### src/rtl/id_ex_stage.sv
// ID/EX pipeline register feeding the ALU, with EX/MEM and MEM/WB operand forwarding and load-use detection.
// Latency: one cycle from ID capture to alu_*/ex_*; forwarding muxes add no latency.
// Backpressure: stall freezes EX (forwarded operand data keeps refreshing); flush or load-use turns EX into a bubble.
module id_ex_stage #(
  parameter int XLEN = 32,
  parameter int RA_W = 5
) (
  input  logic            clk,
  input  logic            rst_n,
  // decode slot
  input  logic            id_valid,
  input  logic [XLEN-1:0] id_pc,
  input  logic [RA_W-1:0] id_rs1,
  input  logic [RA_W-1:0] id_rs2,
  input  logic [XLEN-1:0] id_rs1_data,
  input  logic [XLEN-1:0] id_rs2_data,
  input  logic [XLEN-1:0] id_imm,
  input  logic            id_use_imm,
  input  logic            id_uses_rs2,
  input  logic [3:0]      id_alu_control,
  input  logic [RA_W-1:0] id_rd,
  input  logic            id_reg_write,
  input  logic            id_mem_read,
  input  logic            id_mem_write,
  input  logic            id_branch,
  // pipeline control
  input  logic            stall,
  input  logic            flush,
  // forwarding sources
  input  logic            mem_reg_write,
  input  logic [RA_W-1:0] mem_rd,
  input  logic [XLEN-1:0] mem_result,
  input  logic            wb_reg_write,
  input  logic [RA_W-1:0] wb_rd,
  input  logic [XLEN-1:0] wb_result,
  // ALU side
  output logic [XLEN-1:0] alu_inp1,
  output logic [XLEN-1:0] alu_inp2,
  output logic [3:0]      alu_control,
  // EX stage contents
  output logic            ex_valid,
  output logic [XLEN-1:0] ex_pc,
  output logic [XLEN-1:0] ex_imm,
  output logic [RA_W-1:0] ex_rd,
  output logic            ex_reg_write,
  output logic            ex_mem_read,
  output logic            ex_mem_write,
  output logic            ex_branch,
  output logic [XLEN-1:0] ex_store_data,
  // hazard back to fetch/decode
  output logic            load_use_stall
);

  // Everything held in EX, kept together so bubble/hold/load are whole-record operations.
  typedef struct packed {
    logic            vld;
    logic [XLEN-1:0] pc;
    logic [XLEN-1:0] imm;
    logic [XLEN-1:0] rs1_data;
    logic [XLEN-1:0] rs2_data;
    logic [RA_W-1:0] rs1;
    logic [RA_W-1:0] rs2;
    logic [RA_W-1:0] rd;
    logic            use_imm;
    logic [3:0]      alu_ctl;
    logic            reg_write;
    logic            mem_read;
    logic            mem_write;
    logic            branch;
  } ex_reg_t;

  ex_reg_t ex_q;
  ex_reg_t ex_d;

  logic [XLEN-1:0] fwd_rs1;
  logic [XLEN-1:0] fwd_rs2;
  logic            mem_hit_rs1;
  logic            mem_hit_rs2;
  logic            wb_hit_rs1;
  logic            wb_hit_rs2;
  logic            hazard_raw;

  // Source match per operand; x0 never matches because a writer of x0 is rejected.
  always_comb begin
    mem_hit_rs1 = mem_reg_write && (mem_rd != '0) && (mem_rd == ex_q.rs1);
    mem_hit_rs2 = mem_reg_write && (mem_rd != '0) && (mem_rd == ex_q.rs2);
    wb_hit_rs1  = wb_reg_write  && (wb_rd  != '0) && (wb_rd  == ex_q.rs1);
    wb_hit_rs2  = wb_reg_write  && (wb_rd  != '0) && (wb_rd  == ex_q.rs2);
  end

  // Forwarding muxes: the younger EX/MEM result wins over MEM/WB, else the captured register data.
  always_comb begin
    if (mem_hit_rs1)
      fwd_rs1 = mem_result;
    else if (wb_hit_rs1)
      fwd_rs1 = wb_result;
    else
      fwd_rs1 = ex_q.rs1_data;

    if (mem_hit_rs2)
      fwd_rs2 = mem_result;
    else if (wb_hit_rs2)
      fwd_rs2 = wb_result;
    else
      fwd_rs2 = ex_q.rs2_data;
  end

  // Load in EX whose destination the decode instruction reads; rs2 only counts if actually read.
  always_comb begin
    hazard_raw = ex_q.vld && ex_q.mem_read && (ex_q.rd != '0) && id_valid &&
                 ((id_rs1 == ex_q.rd) || (id_uses_rs2 && (id_rs2 == ex_q.rd)));
    // A held or killed pipe already stops decode, so the hazard request is suppressed then.
    load_use_stall = hazard_raw && !stall && !flush;
  end

  // Next EX contents: flush beats stall beats load-use bubble beats normal capture.
  always_comb begin
    ex_d = ex_q;
    if (flush) begin
      ex_d = '0;
    end else if (stall) begin
      // Operands keep absorbing forwards so a value retiring from WB during the hold survives.
      ex_d.rs1_data = fwd_rs1;
      ex_d.rs2_data = fwd_rs2;
    end else if (load_use_stall) begin
      ex_d = '0;
    end else begin
      ex_d.vld       = id_valid;
      ex_d.pc        = id_pc;
      ex_d.imm       = id_imm;
      ex_d.rs1_data  = id_rs1_data;
      ex_d.rs2_data  = id_rs2_data;
      ex_d.rs1       = id_rs1;
      ex_d.rs2       = id_rs2;
      ex_d.rd        = id_rd;
      ex_d.use_imm   = id_use_imm;
      ex_d.alu_ctl   = id_alu_control;
      ex_d.reg_write = id_reg_write && id_valid;
      ex_d.mem_read  = id_mem_read  && id_valid;
      ex_d.mem_write = id_mem_write && id_valid;
      ex_d.branch    = id_branch    && id_valid;
    end
  end

  // EX register; reset leaves a bubble with all fields cleared.
  always_ff @(posedge clk or negedge rst_n) begin
    if (!rst_n)
      ex_q <= '0;
    else
      ex_q <= ex_d;
  end

  // Output drive; control bits are re-gated by valid so a bubble can never write state.
  always_comb begin
    alu_inp1      = fwd_rs1;
    alu_inp2      = ex_q.use_imm ? ex_q.imm : fwd_rs2;
    ex_store_data = fwd_rs2;
    alu_control   = ex_q.alu_ctl;
    ex_valid      = ex_q.vld;
    ex_pc         = ex_q.pc;
    ex_imm        = ex_q.imm;
    ex_rd         = ex_q.rd;
    ex_reg_write  = ex_q.vld && ex_q.reg_write;
    ex_mem_read   = ex_q.vld && ex_q.mem_read;
    ex_mem_write  = ex_q.vld && ex_q.mem_write;
    ex_branch     = ex_q.vld && ex_q.branch;
  end

endmodule

### config.mk
export PLATFORM = sky130hd
export DESIGN_NAME = id_ex_stage
export DESIGN_NICKNAME = d
export VERILOG_FILES = /design/src/rtl/id_ex_stage.sv
export SDC_FILE = /design/constraint.sdc
export NUM_CORES = 1
export LEC_CHECK = 0
export ABC_CLOCK_PERIOD_IN_PS = 2700
export BUFFER_PORTS_ARGS = -buffer_cell sky130_fd_sc_hd__buf_4
export CAP_MARGIN = 20
export CORE_AREA = 4 4 156 158
export CTS_CLUSTER_DIAMETER = 120
export DETAILED_ROUTE_END_ITERATION = 16
export DIE_AREA = 0 0 160 162
export PLACE_DENSITY = 0.69
export SLEW_MARGIN = 25
export SYNTH_ARGS = -nofsm -noshare
export SYNTH_HDL_FRONTEND = slang
export SYNTH_SLANG_ARGS = --single-unit
### constraint.sdc
create_clock -name clk -period 2.7 [get_ports clk]
set_clock_uncertainty 0.2 [all_clocks]
set_input_delay 0.27 -clock clk [delete_from_list [all_inputs] [get_ports clk]]
set_output_delay 0.27 -clock clk [all_outputs]
set_load 0.005 [all_outputs]
== Word-level counts from Yosys, hierarchy flattened ==
Cells that the tools add are included.

* Register bits after elaboration: 153
* Latch bits: 0
* Memory bits (writable): 0
* Bits in read-only memories: 0
* Input bits: 234
* Output and inout bits: 175
* Memories: 0

* Add/sub/neg operators: 0
* Multipliers: 0
* Div/mod/pow operators: 0
* Order comparisons: 0
* Equal/unequal tests: 7
* Shift-type cells: 0
* Multiplexer cells: 10
* Bitwise gates (word level): 0
* Reductions and logical operators: 26

{| class="wikitable"
|+ Operators with widths
! kind !! count
|-
| $mux W153 || 2
|-
| $mux W32 || 5
|-
| $mux W65 || 1
|-
| $mux W64 || 1
|-
| $eq A5 B5 Y1 || 6
|-
| $mux W24 || 1
|-
| $logic_and A1 B1 Y1 || 20
|-
| $reduce_bool A5 Y1 || 3
|-
| $logic_not A1 Y1 || 2
|-
| $ne A2 B1 Y1 const B || 1
|-
| $logic_or A1 B1 Y1 || 1
|}

== Longest topological paths before layout ==
* Depth in word-level cells: 9
* Depth in mapped cells: 8

== Worst setup path after synthesis ==
No wires, ideal clock.

* Path type: reg2out
* Start point: register ex_q[16] in the netlist's numbering
* End point: output port alu_inp2[10]
* Arrival time: 1.968 ns
* Setup slack: 0.262 ns
* Cell stages (with the launch flop): 8
* Cell sequence: dfrtp_1 -> xor2_1 -> or3_1 -> clkbuf_1 -> buf_2 -> o31ai_1 -> a31oi_4 -> mux2_2

* Cells in the longest elaborated chain, start to end: 5

{| class="wikitable"
|+ RTL lines
! item !! line !! RTL
|-
| from (decl) || 72 || <nowiki>ex_reg_t ex_q;</nowiki>
|-
| from (signal assigned) || 148 || <nowiki>ex_q <= '0;</nowiki>
|-
| from (signal assigned) || 150 || <nowiki>ex_q <= ex_d;</nowiki>
|-
| $eq A5 B5 Y1 || 88 || <nowiki>wb_hit_rs2 = wb_reg_write && (wb_rd != '0) && (wb_rd == ex_q.rs2);</nowiki>
|-
| $logic_and A1 B1 Y1 || 88 ||
|-
| $mux W32 || 102 || <nowiki>else if (wb_hit_rs2)</nowiki>
|-
| $mux W32 * || 100 || <nowiki>if (mem_hit_rs2)</nowiki>
|-
| named net ex_store_data[10] || 49 || <nowiki>output logic [XLEN-1:0] ex_store_data,</nowiki>
|-
| $mux W32 * || 156 || <nowiki>alu_inp2 = ex_q.use_imm ? ex_q.imm : fwd_rs2;</nowiki>
|-
| to (decl) || 38 || <nowiki>output logic [XLEN-1:0] alu_inp2,</nowiki>
|}

Mark *: on every way through the listed nets, which the timed path passes. The rest lies on a longest branch.

== Worst setup path in the final report ==
* Start point: register ex_q[18] in the netlist's numbering
* End point: output port alu_inp2[18]

* Cells in the longest elaborated chain, start to end: 5

{| class="wikitable"
|+ RTL lines
! item !! line
|-
| $eq A5 B5 Y1 || 88
|-
| $logic_and A1 B1 Y1 || 88
|-
| $mux W32 || 102
|-
| $mux W32 * || 100
|-
| $mux W32 * || 156
|}

Mark *: on every way between the ends. The rest lies on a longest branch, timed or not.

==> impl_metrics.csv <==
group,metric,value,unit
synth,synth_top_family_by_area,"compound AO/OA/AOI/OAI gates",
synth,netlist_area,9100,µm²
setup_path,crit_arrival,2.64,ns
global_routing,grt_max_degree,83,
cts,htree_num_levels,4,
power,leakage,7.23,nW
floorplanning,row_count,56,
setup_path,critPathMaxFanout,8,
synth,synth.area.top_cells,"dfrtp_1 42%, a22o_1 14%, a31oi_4 7.0%, buf_4 6.1%, o31ai_1 5.3%",
min_path,hold_class,"in -> async",
placed_design,pre_cts_slack,0.00453,ns
floorplanning,pin_count,409,
cts,cts_tree,"built",
detailed_routing,routed_via_density,6.03,
sta,hold_ws,0.0849,ns
sta,finalHoldViolCount,0,
synth,synth_compound_area_frac,0.302,
global_routing,antenna_found_initial,2,
synth,seq_area_frac_synth,0.421,
global_routing,grt.total_usage,0.314,
setup_path,rrSetupSlack,0.15,ns
cts,worstSkewPairLatency,0.44,ns
cells_and_area,area_growth,80.8,%
setup_path,cp_data_required_time,2.23,ns
sta,fin_crit_sh,1.15,
synth,yosys-mux-area-fraction,0.0396,
global_routing,gr-total-overflow,0,
cts,cts.sinks,153,
sta,finalSetupViolCount,93,
synth,synth_top_cell_area_share,0.421,
synth,ys_warn_count,0,
job,maxCapViolations,0,
setup_path,crit_slowest_cell,"or3_4",
setup_path,start_kind,"flop",
cells_and_area,final_util,0.712,
global_routing,grt_pass1_vias,10313,
detailed_routing,wl_per_cell,26.7,µm
global_routing,grt_pass1_wl,63200,µm
sta,period_minus_slack,3.11,ns
cts,clk_pin_slew_worst_paths,0.08,ns
synth,synth-xor-area-share,0.0289,
setup_path,slowest_delay,0.48,ns
cts,cts_buffers,17,
power,power.density,451,nW/µm²
synth,synth_cell_types,34,
floorplanning,die_h,162,µm
sta,worstMarginPinSlew,0.521,ns
power,p_total,0.00742,W
sta,slew_headroom,0.650,
power,peakVddDrop,352,µV
cells_and_area,fill_cells,1513,
synth,synth-adder-area-share,0,
detailed_routing,drtAntennaViolNets,0,
sta,max_freq,322,MHz
synth,synth-seq-cells,153,
synth,yosys.area_share.simple,0.0965,
setup_path,cp-end-kind,"primary output",
detailed_routing,drc,0,
floorplanning,die_w,160,µm
synth,syn_area_per_cell,11.0,µm²
setup_path,r2r_end,"ex_q[33]",
status,status,"finished, violations left",
sta,rsz0062_at_grt,"true",
cells_and_area,seq_area,3830,µm²
detailed_routing,via_count,10027,
cells_and_area,drive_above_1_share,0.525,
sta,fin_ws,-0.408,ns
detailed_routing,routed_wl,44300,µm
synth,syn-num-nets,1063,
placed_design,dp.final_hpwl,26300,µm
placed_design,numPortBuffers,408,
setup_path,path_cells,"xor2_2, or3_4, buf_12, o31ai_2, a31oi_4, mux2_2, buf_4",
sta,slew_viol_final,0,
floorplanning,start_util,0.394,
placed_design,gp_congestion,0.945,
setup_path,r2r-start,"ex_q[18]",
cells_and_area,multi_input_area,5280,µm²
synth,netlist_instances,829,
synth,yosys.area.top_type,"dfrtp_1",
cts,clockBufferDepth,2,
status,failed_checks,"negative setup slack",
cts,clockRootBuffer,"clkbuf_16",
floorplanning,die_area,25900,µm²
detailed_routing,drtIter0Drc,1095,
setup_path,crit_type,"reg -> out",
setup_path,reg2reg_depth,8,
detailed_routing,firstDrtPassIters,6,
floorplanning,core_area,23100,µm²
cells_and_area,fin_nets,1591,
[per-stage QoR]
stage | std cells | TNS (ns) | cell area, µm²
after floorplan | 829 | 0 | 9100
after global placement | 1423 | 0 | 12400
after detailed placement | 1423 | 0 | 12400
after CTS | 1636 | -17.14 | 15700
after global routing | 1662 | -25.10 | 16500
final | 1663 | -18.44 | 16500
[registers in the layout, summed over array words and instances, names as in the netlist]
| register | flops |
|---|---|
| ex_pc | 32 |
| alu_control | 4 |
| ex_rd | 5 |
| ex_imm | 32 |
| ex_valid | 1 |
| ex_q | 79 |
[kinds of logic after synthesis]
logic type	Yosys count
xor+xnor	30
compound gates	288
buf+inv	172
flops	153
simple gates	154
mux	32
[critical path: cells and delay by family, from the launching register on]
family          cells  cell delay (ns)
buf+inv             2             0.33
compound gates      2             0.45
xor+xnor            1             0.21
simple gates        1             0.48
mux                 1             0.29
flops               1             0.44
[cell usage after synthesis (all sizes together)]
master / number
buf: 115
xnor2: 20
o21ai: 1
o31ai: 64
a21boi: 1
a31oi: 64
a32o: 4
nor2: 3
nor2b: 1
dfrtp: 153
xor2: 10
clkbuf: 57
nand4: 67
or3: 2
o211a: 1
or4: 3
or2: 4
nand3: 1
a22o: 149
o211ai: 2
o22ai: 1
mux2: 32
nand2: 2
nor3: 66
o21a: 1
and3: 1
and2: 4
[how the worst max path moves through the flow]
stage / from / endpoint / slack (ns) / depth (start not counted)
floorplan: ex_q[16] / alu_inp2[10] / 0.26 / 7
global placement: mem_rd[1] / alu_inp2[31] / 0.01 / 9
detailed placement: mem_rd[1] / alu_inp2[31] / 0.005 / 9
CTS: ex_q[15] / alu_inp2[13] / -0.33 / 7
global route: ex_q[18] / alu_inp2[0] / -0.46 / 8
finish: ex_q[18] / alu_inp2[18] / -0.41 / 7
[area by class of cell]
type	count	share of cell area
sequential	153	0.233
tap	290	0.0220
clock inverter	14	0.0105
clock buffer	18	0.0267
timing repair buffer	679	0.387
antenna	3	0.000456
multi-input combinational	506	0.321
[metal layers]
metal / vias up / track usage / wire, µm
li1: 4250 / - / -
met1: 4888 / 0.399 / 17000
met2: 741 / 0.526 / 21700
met3: 148 / 0.0705 / 3810
met4: 0 / 0.116 / 1830
met5: - / 0 / 0
[cells in the final DEF (no fill, tap or decap), types with 9 or more instances in the layout]
| master | count |
|---|---|
| dfrtp_1 | 151 |
| xnor2_1 | 16 |
| a31oi_4 | 38 |
| nor3_2 | 11 |
| nor3_1 | 54 |
| mux2_4 | 23 |
| o31ai_1 | 20 |
| mux2_2 | 9 |
| buf_4 | 395 |
| clkbuf_16 | 19 |
| o31ai_4 | 40 |
| a22o_1 | 149 |
| buf_12 | 26 |
| buf_6 | 93 |
| dlygate4sd3_1 | 154 |
| nand4_1 | 67 |
| a31oi_1 | 19 |
[where the power goes]
part	leakage [nW]	switching [W]	internal (W)
registers	2.03	0.000122	0.00242
clock network	0.299	0.00120	0.00128
logic	4.90	0.00110	0.00129
[what timing repair did]
action / in CTS / in global routing
endpoints found under the setup margin: 96 / 96
pin swaps: 47 / 56
resized for setup: 143 / 116
hold endpoints to repair: 306 / 0
gates cloned: 9 / 4
hold buffers: 154 / 0
setup buffers: 18 / 23
(Power assumes the default switching activity.)
